### src/rtl/uart_rx_deser_if.sv
// Byte handshake between uart_rx_deser (master) and its consumer (slave).
// The parity_odd/parity_err pair exists only when UART_RX_PARITY_EN is defined.
interface uart_rx_deser_if;
  logic       rx_valid;
  logic [7:0] rx_data;
  logic       rx_ready;
  logic       frame_err;
  logic       overrun;
  logic       rx_busy;
`ifdef UART_RX_PARITY_EN
  logic       parity_odd;
  logic       parity_err;

  modport master (
    output rx_valid, rx_data, frame_err, overrun, rx_busy, parity_err,
    input  rx_ready, parity_odd
  );

  modport slave (
    input  rx_valid, rx_data, frame_err, overrun, rx_busy, parity_err,
    output rx_ready, parity_odd
  );
`else
  modport master (
    output rx_valid, rx_data, frame_err, overrun, rx_busy,
    input  rx_ready
  );

  modport slave (
    input  rx_valid, rx_data, frame_err, overrun, rx_busy,
    output rx_ready
  );
`endif
endinterface

### src/rtl/uart_rx_deser.sv
// 8N1 UART receiver: 2-flop sync, 16x oversampling, mid-bit sampling, one-byte holding register.
// Optional UART_RX_PARITY_EN adds a parity bit (parity_odd selects odd/even) before the stop bit.
module uart_rx_deser #(
  parameter int BAUD_DIV = 27,
  parameter int OVS      = 16
) (
  input  logic            clk,
  input  logic            resetn,
  input  logic            uart_rx,
  uart_rx_deser_if.master bus
);

  localparam int              DIV_W     = (BAUD_DIV > 1) ? $clog2(BAUD_DIV) : 1;
  localparam logic [DIV_W-1:0] DIV_LAST = DIV_W'(BAUD_DIV - 1);
  localparam logic [3:0]      MID_TICK  = 4'(OVS / 2 - 1);
  localparam logic [3:0]      LAST_TICK = 4'(OVS - 1);

  typedef enum logic [2:0] {
    S_IDLE  = 3'd0,
    S_START = 3'd1,
    S_DATA  = 3'd2,
    S_STOP  = 3'd3,
`ifdef UART_RX_PARITY_EN
    S_PAR   = 3'd5,
`endif
    S_BRK   = 3'd4
  } state_t;

  state_t           state_q, state_d;
  logic [1:0]       sync_q;
  logic             rx_s;
  logic [DIV_W-1:0] div_q, div_d;
  logic             tick_s;
  logic [3:0]       tcnt_q, tcnt_d;
  logic [2:0]       bcnt_q, bcnt_d;
  logic [7:0]       shift_q, shift_d;
  logic             done_q, done_d;
  logic             ferr_q, ferr_d;
  logic             busy_q;
  logic             valid_q;
  logic [7:0]       data_q;
  logic             ovr_q;
`ifdef UART_RX_PARITY_EN
  logic             par_bad_q, par_bad_d;
  logic             perr_q, perr_d;
`endif

  assign rx_s   = sync_q[1];
  assign tick_s = (div_q == DIV_LAST);

  // Two-flop synchronizer; resets to the idle-high line level.
  always_ff @(posedge clk) begin
    if (!resetn) begin
      sync_q <= 2'b11;
    end else begin
      sync_q <= {sync_q[0], uart_rx};
    end
  end

  // Next-state logic: divider, tick/bit counters, shifter and frame result pulses.
  always_comb begin
    state_d = state_q;
    div_d   = div_q;
    tcnt_d  = tcnt_q;
    bcnt_d  = bcnt_q;
    shift_d = shift_q;
    done_d  = 1'b0;
    ferr_d  = 1'b0;
`ifdef UART_RX_PARITY_EN
    par_bad_d = par_bad_q;
    perr_d    = 1'b0;
`endif

    // The divider restarts from zero on every start edge so ticks stay phase-aligned to it.
    if ((state_q == S_IDLE) || (state_q == S_BRK) || tick_s) begin
      div_d = '0;
    end else begin
      div_d = div_q + DIV_W'(1);
    end

    case (state_q)
      S_IDLE: begin
        if (!rx_s) begin
          state_d = S_START;
          tcnt_d  = 4'd0;
        end else begin
          state_d = S_IDLE;
        end
      end
      S_START: begin
        if (tick_s) begin
          if (tcnt_q == MID_TICK) begin
            tcnt_d  = 4'd0;
            bcnt_d  = 3'd0;
            state_d = rx_s ? S_IDLE : S_DATA;
          end else begin
            tcnt_d = tcnt_q + 4'd1;
          end
        end else begin
          tcnt_d = tcnt_q;
        end
      end
      S_DATA: begin
        if (tick_s) begin
          tcnt_d = tcnt_q + 4'd1;
          if (tcnt_q == LAST_TICK) begin
            shift_d = {rx_s, shift_q[7:1]};
            bcnt_d  = bcnt_q + 3'd1;
            if (bcnt_q == 3'd7) begin
`ifdef UART_RX_PARITY_EN
              state_d = S_PAR;
`else
              state_d = S_STOP;
`endif
            end else begin
              state_d = S_DATA;
            end
          end else begin
            shift_d = shift_q;
          end
        end else begin
          tcnt_d = tcnt_q;
        end
      end
`ifdef UART_RX_PARITY_EN
      S_PAR: begin
        if (tick_s) begin
          tcnt_d = tcnt_q + 4'd1;
          if (tcnt_q == LAST_TICK) begin
            par_bad_d = ((^shift_q) ^ rx_s) != bus.parity_odd;
            state_d   = S_STOP;
          end else begin
            state_d = S_PAR;
          end
        end else begin
          tcnt_d = tcnt_q;
        end
      end
`endif
      S_STOP: begin
        if (tick_s) begin
          tcnt_d = tcnt_q + 4'd1;
          if (tcnt_q == LAST_TICK) begin
`ifdef UART_RX_PARITY_EN
            perr_d = par_bad_q;
            done_d = rx_s & ~par_bad_q;
`else
            done_d = rx_s;
`endif
            ferr_d  = ~rx_s;
            state_d = rx_s ? S_IDLE : S_BRK;
          end else begin
            state_d = S_STOP;
          end
        end else begin
          tcnt_d = tcnt_q;
        end
      end
      S_BRK: begin
        if (rx_s) begin
          state_d = S_IDLE;
        end else begin
          state_d = S_BRK;
        end
      end
      default: begin
        state_d = S_IDLE;
      end
    endcase
  end

  // Receiver state registers and registered status outputs.
  always_ff @(posedge clk) begin
    if (!resetn) begin
      state_q <= S_IDLE;
      div_q   <= '0;
      tcnt_q  <= 4'd0;
      bcnt_q  <= 3'd0;
      shift_q <= 8'h00;
      done_q  <= 1'b0;
      ferr_q  <= 1'b0;
      busy_q  <= 1'b0;
`ifdef UART_RX_PARITY_EN
      par_bad_q <= 1'b0;
      perr_q    <= 1'b0;
`endif
    end else begin
      state_q <= state_d;
      div_q   <= div_d;
      tcnt_q  <= tcnt_d;
      bcnt_q  <= bcnt_d;
      shift_q <= shift_d;
      done_q  <= done_d;
      ferr_q  <= ferr_d;
      busy_q  <= (state_q != S_IDLE);
`ifdef UART_RX_PARITY_EN
      par_bad_q <= par_bad_d;
      perr_q    <= perr_d;
`endif
    end
  end

  // Holding register: a new byte is dropped with an overrun pulse unless the slot is free or being popped.
  always_ff @(posedge clk) begin
    if (!resetn) begin
      valid_q <= 1'b0;
      data_q  <= 8'h00;
      ovr_q   <= 1'b0;
    end else begin
      ovr_q <= 1'b0;
      if (done_q) begin
        if (valid_q && !bus.rx_ready) begin
          ovr_q <= 1'b1;
        end else begin
          data_q  <= shift_q;
          valid_q <= 1'b1;
        end
      end else if (valid_q && bus.rx_ready) begin
        valid_q <= 1'b0;
      end
    end
  end

  assign bus.rx_valid  = valid_q;
  assign bus.rx_data   = data_q;
  assign bus.frame_err = ferr_q;
  assign bus.overrun   = ovr_q;
  assign bus.rx_busy   = busy_q;
`ifdef UART_RX_PARITY_EN
  assign bus.parity_err = perr_q;
`endif

endmodule

### src/flat_wrapper.sv
// flat-port wrapper written by rule: the top's interface ports become plain ports
module uart_rx_deser_flat 
#(
  parameter int BAUD_DIV = 27,
  parameter int OVS      = 16
)
  (clk, resetn, uart_rx, bus_rx_valid, bus_rx_data, bus_frame_err, bus_overrun, bus_rx_busy, bus_rx_ready);
  uart_rx_deser_if bus_i ();
  input  logic clk;
  input  logic resetn;
  input  logic uart_rx;
  output wire logic [$bits(bus_i.rx_valid)-1:0] bus_rx_valid;
  output wire logic [$bits(bus_i.rx_data)-1:0] bus_rx_data;
  output wire logic [$bits(bus_i.frame_err)-1:0] bus_frame_err;
  output wire logic [$bits(bus_i.overrun)-1:0] bus_overrun;
  output wire logic [$bits(bus_i.rx_busy)-1:0] bus_rx_busy;
  input wire logic [$bits(bus_i.rx_ready)-1:0] bus_rx_ready;
  assign bus_rx_valid = bus_i.rx_valid;
  assign bus_rx_data = bus_i.rx_data;
  assign bus_frame_err = bus_i.frame_err;
  assign bus_overrun = bus_i.overrun;
  assign bus_rx_busy = bus_i.rx_busy;
  assign bus_i.rx_ready = bus_rx_ready;
  uart_rx_deser #(.BAUD_DIV(BAUD_DIV), .OVS(OVS)) u_core (.clk(clk), .resetn(resetn), .uart_rx(uart_rx), .bus(bus_i));
endmodule
### config.mk
export PLATFORM = sky130hd
export DESIGN_NAME = uart_rx_deser_flat
export DESIGN_NICKNAME = d
export VERILOG_FILES = /design/src/rtl/uart_rx_deser_if.sv /design/src/rtl/uart_rx_deser.sv /design/src/flat_wrapper.sv
export SDC_FILE = /design/constraint.sdc
export NUM_CORES = 1
export LEC_CHECK = 0
export ABC_AREA = 1
export BUFFER_PORTS_ARGS = -buffer_cell sky130_fd_sc_hd__buf_4
export CORE_UTILIZATION = 45
export CTS_BUF_LIST = sky130_fd_sc_hd__clkbuf_2 sky130_fd_sc_hd__clkbuf_4 sky130_fd_sc_hd__clkbuf_8
export DETAILED_ROUTE_END_ITERATION = 8
export SYNTH_ARGS = -nofsm -noshare
export SYNTH_HDL_FRONTEND = slang
export SYNTH_SLANG_ARGS = --single-unit
### constraint.sdc
create_clock -name clk -period 2.04 [get_ports clk]
set_clock_uncertainty 0.05 [all_clocks]
set_input_delay 0.204 -clock clk [delete_from_list [all_inputs] [get_ports clk]]
set_output_delay 0.204 -clock clk [all_outputs]
set_load 0.05 [all_outputs]
; After elaboration in Yosys (flattened, before gate mapping)
; Cells that the tools add are included.
[word_totals]
regBits = 38
input_bits = 4
output_inout_bits = 12
[op_classes]
n_mux = 25
n_eq_ne = 16
n_reduce_logical = 20
n_bitwise = 3
n_addsub = 3
[op_table]
columns = op, n
row1 = $mux 3, 11
row2 = $mux 4, 4
row3 = $pmux 3 s5, 1
row4 = $ne 2x1->1 const B, 6
row5 = $pmux 4 s3, 1
row6 = $reduce_and 5->1, 2
row7 = $reduce_and 4->1, 2
row8 = $eq 3x2->1 const B, 2
row9 = $eq 3x3->1 const B, 2
row10 = $mux 1, 6
row11 = $pmux 3 s2, 1
row12 = $reduce_and 2->1, 3
row13 = $reduce_bool 3->1, 2
row14 = $add 5x1->5 const B, 1
row15 = $eq 5x5->1 const B, 1
row16 = $add 4x1->4 const B, 1
row17 = $eq 4x3->1 const B, 1
row18 = $eq 4x4->1 const B, 1
row19 = $ne 2x2->1 const B, 2
row20 = $reduce_bool 2->1, 2
row21 = $reduce_or 2->1, 2
row22 = $add 3x1->3 const B, 1
row23 = $eq 3x1->1 const B, 1
row24 = $logic_not 3->1, 1
row25 = 6 further kinds, 10

; Logic depth before layout (Yosys ltp)
[logic_depth]
word_depth = 5
ltp_mapped = 10
mapped_depth_nobuf = 10

; Worst setup path before layout
; No wires, ideal clock.
[synth_path]
path_kind = register -> register
start = register u_core.valid_q (netlist: u_core.bus.rx_valid)
end = register u_core.data_q[0] (netlist: u_core.bus.rx_data[0])
setup_time_ps = 120
period_less_slack_ps = 1406
n_path_buf = 1
arrival_ps = 1236
stages_incl_launch_ff = 7
t_required_ps = 1870
slack_ps = 634
cell_sequence = dfxtp_1 -> inv_1 -> nor2_1 -> nor2_1 -> buf_2 -> o21ai_0 -> a21oi_1
[synth_via]
elab_chain_len = 3
[synth_lines]
columns = item, line_no
row1 = "start, declared", uart_rx_deser.sv:40  ; logic valid_q;
row2 = "start signal, assigned", uart_rx_deser.sv:206  ; valid_q <= 1'b0;
row3 = "start signal, assigned", uart_rx_deser.sv:216  ; valid_q <= 1'b1;
row4 = "start signal, assigned", uart_rx_deser.sv:219  ; valid_q <= 1'b0;
row5 = $logic_and 1x1->1, uart_rx_deser.sv:212  ; if (valid_q && !bus.rx_ready) begin
row6 = $not 1->1 (no line), --
row7 = $reduce_and 2->1 (no line), --
row8 = "end signal, assigned", uart_rx_deser.sv:215  ; data_q <= shift_q;
row9 = "end, declared", uart_rx_deser.sv:41  ; logic [7:0] data_q;
; No other way between the ends.
; A chain may end at the register's enable or synchronous reset.

; Worst setup path in the final report
[layout_path]
start = register u_core.div_q[0]
end = register u_core.bcnt_q[0]
[layout_via]
elab_chain_len = 3
elab_cells_between_ends = 4
classes_between = eq/ne: 3 / reduce/logical: 1
[layout_lines]
columns = item, line_no
row1 = "start, declared", uart_rx_deser.sv:32  ; logic [DIV_W-1:0] div_q, div_d;
row2 = "start signal, assigned", uart_rx_deser.sv:189  ; div_q <= div_d;
row3 = $eq 5x5->1 *, uart_rx_deser.sv:49  ; assign tick_s = (div_q == DIV_LAST);
row4 = $ne 2x1->1 (no line), --
row5 = $reduce_and 5->1 (no line) *, --
row6 = "end signal, assigned", uart_rx_deser.sv:191  ; bcnt_q <= bcnt_d;
row7 = "end, declared", uart_rx_deser.sv:35  ; logic [2:0] bcnt_q, bcnt_d;
; Mark *: on every way between the ends. The rest lies on a longest branch, timed or not.

==> results.toml <==
[synthesis]
netlist_area_mm2 = 0.00169
synth_top_area_cells = "dfxtp_1 (45%), a21oi_1 (5.6%), inv_1 (4.9%)"
synth.most_common_cell = "dfxtp_1"
synth_top_cell_area_share_pct = 44.9
mappedNetlistNets = 215
synthArstFlopShare_pct = 0
synth.top_cells.by_count = "dfxtp_1 (38), inv_1 (22), nand2_1 (21)"
number_of_warnings_printed_during_yosys_synthesis = 0
post_synth_inst_count = 206
yosys_most_used_dff = "dfxtp_1"
cell_taking_the_most_area_after_synthesis = "dfxtp_1"
synth_edf_count = 0
netlist-cell-type-count = 33
synth_sequential_area_ratio_pct = 44.9
synth_area_per_cell_um2 = 8.22
yosys_register_bits = 38

[grt]
wire_length_of_the_first_global_routing_pass_um = 5500
first_global_vias = 1261
grt_start_max_net_pins = 25
grt_overflow_total = 0
antenna_found_initial = 0
gr-usage-all-layers_pct = 17.8

[floorplanning]
fp.dieW_um = 63.3
die-height_um = 63.3
coreArea_mm2 = 0.00347
die-area_mm2 = 0.00401
initial_utilization_pct = 48.8
num_io_pins = 16
fp-row-count = 21

[worst_setup_path]
critical_path_required_ns = 2.21
cpLargestDelayFamily = "simple AND/OR/NAND/NOR gates"
critical_path.endpoint_type = "flop"
peak_fanout_along_the_critical_path = 17
cp_num_buf_inv = 2
critPathKind = "reg -> reg"
critical_path_arrival_ns = 1.80
worst_path_largest_cell_delay_ns = 0.34
critical_path.cell_chain = "inv_1 -> ha_1 -> nand2_1 -> nor2_2 -> nand3_4 -> nand2_4 -> nand2_4 -> inv_2 -> nor2_1 -> nor2_1"
worst_path_max_delay_cell = "dfxtp_1"
timing.critical_path.from_type = "flop"

[clocking]
cts_resized = 0
number_of_cts_inserted_buffers = 5
cts.htree.levels = 2
clock_insertion_delay_worst_skew_ns = 0.28
clk_transition_reported_paths_ns = 0.07
cts.sinks = 38
postCtsSetupBuffers = 0
ctsLongestPathBuffers = 2
tritoncts = "built"
cts-root-buf = "clkbuf_8"
ctsHoldBuffers = 0

[power_and_ir_drop]
vdd_ir_drop_max_mv = 0.402
leakage_nw = 0.796
power.density_cell_area_mw_per_mm2 = 747

[finish]
final_net_count = 232
layout-area-overhead-vs-synth_pct = 14.0
layout-drive-gt1-share_pct = 24.6
antenna_cells = 0
final_cells = 270

[sta]
maxClockFrequency_mhz = 612
hold_viol = 0
setup_viol_count_final = 0
slew-limit-headroom_pct = 46.4
period_needed_ns = 1.63
fin_tns_setup_ns = 0
maxSlewViolCount = 0
worst_pin_slew_ns = 0.801
setup_repair_after_global_routing_missed_its_margin = "false"
final.period_utilization_pct = 80.1

[min_path]
timing.hold.worst.class = "in -> reg"

[detailed_routing]
viasPerCell = 5.07
ant_nets = 0
count_of_vias_placed_by_the_detailed_router = 1370
detail_route.first_pass.iterations = 4
post_drt_wl_per_cell_um = 11.9
route.detailed.drc = 0
wirelength_um = 3220
initialDrtViolationCount = 80

[flow_run]
cap_violations = 0

[placement]
dpl.cell_count = 262
place.detailed.hpwl_um = 2370
io_buffer_count = 15
gp_congestion = 0.834

[outcome]
status = "finished clean"
==> final timing paths <==
path         cells after the start                        start                            end  slack, ns
max                             10   u_core.div_q[0]$_SDFF_PP0_  u_core.bcnt_q[0]$_SDFFE_PN0P_       0.41
min                              2                      uart_rx    u_core.sync_q[0]$_SDFF_PN1_       0.07
max reg2reg                     10   u_core.div_q[0]$_SDFF_PP0_  u_core.bcnt_q[0]$_SDFFE_PN0P_       0.41
min reg2reg                      1  u_core.sync_q[0]$_SDFF_PN1_    u_core.sync_q[1]$_SDFF_PN1_       0.38
==> registers in the layout, indices dropped and copies added (netlist names) <==
register,count
u_core.done_q,1
u_core.state_q,3
u_core.bcnt_q,3
u_core.bus.rx_data,8
u_core.bus.rx_valid,1
u_core.sync_q,2
u_core.tcnt_q,4
u_core.bus.overrun,1
u_core.bus.frame_err,1
u_core.shift_q,8
u_core.bus.rx_busy,1
u_core.div_q,5
==> where the power goes <==
| part | internal (mW) | switching (mW) |
|---|---|---|
| sequential | 0.755 | 0.0149 |
| clock | 0.271 | 0.259 |
| combinational | 0.0476 | 0.0935 |
| total | 1.07 | 0.367 |
==> final cells by class <==
type / instances / area, um^2
tap: 46 / 57.6
multi-input combinational: 136 / 802
sequential: 38 / 761
clock buffer: 6 / 82.6
inverter: 27 / 101
timing repair buffer: 15 / 113
fill: 322 / 1540
clock inverter: 2 / 12.5
==> kinds of logic after synthesis <==
group	share of synthesized area [%]
buf+inv	7.69
fa+ha+maj	3.70
simple gates	25.9
xor+xnor	1.03
compound gates	16.7
flops	44.9
==> worst register-to-register path, delay by kind of cell, from the launching register on <==
family	cells	cell delay, ns
buf+inv	2	0.12
simple gates	7	0.87
fa+ha+maj	1	0.18
flops	1	0.34
==> per-stage QoR <==
| step | util (%) | hold WS, ns | setup WS (ns) | total power [mW] | cell area [um^2] |
|---|---|---|---|---|---|
| floorplan | - | 0.261 | 0.634 | 0.895 | 1690 |
| global placement | 52.9 | 0.345 | 0.453 | 0.923 | 1830 |
| detailed placement | 52.9 | 0.366 | 0.403 | 0.929 | 1830 |
| CTS | 55.6 | 0.0636 | 0.385 | 1.46 | 1930 |
| global route | 55.6 | 0.0606 | 0.244 | 1.51 | 1930 |
| finish | 55.6 | 0.0701 | 0.405 | 1.44 | 1930 |
==> cell usage in the layout (no fill, tap or decap), drive strengths merged <==
cell type  count
a211oi         1
a21boi         1
a21oi         22
a31oi          2
buf           15
clkbuf         6
clkinv         1
clkinvlp       1
dfxtp         38
ha             5
inv           27
nand2         28
nand3         15
nand4          4
nor2          26
nor3           3
nor4           2
o211ai         1
o21ai         20
or2            4
xnor2          1
xor2           1
==> layer usage <==
metal / GRT usage (%) / part of all wire, %
met1: 22.9 / 49
met2: 27.1 / 44
met3: 5.43 / 5.2
met4: 7.67 / 1.5
met5: 0 / 0
Power figures use the tool's default switching activity.
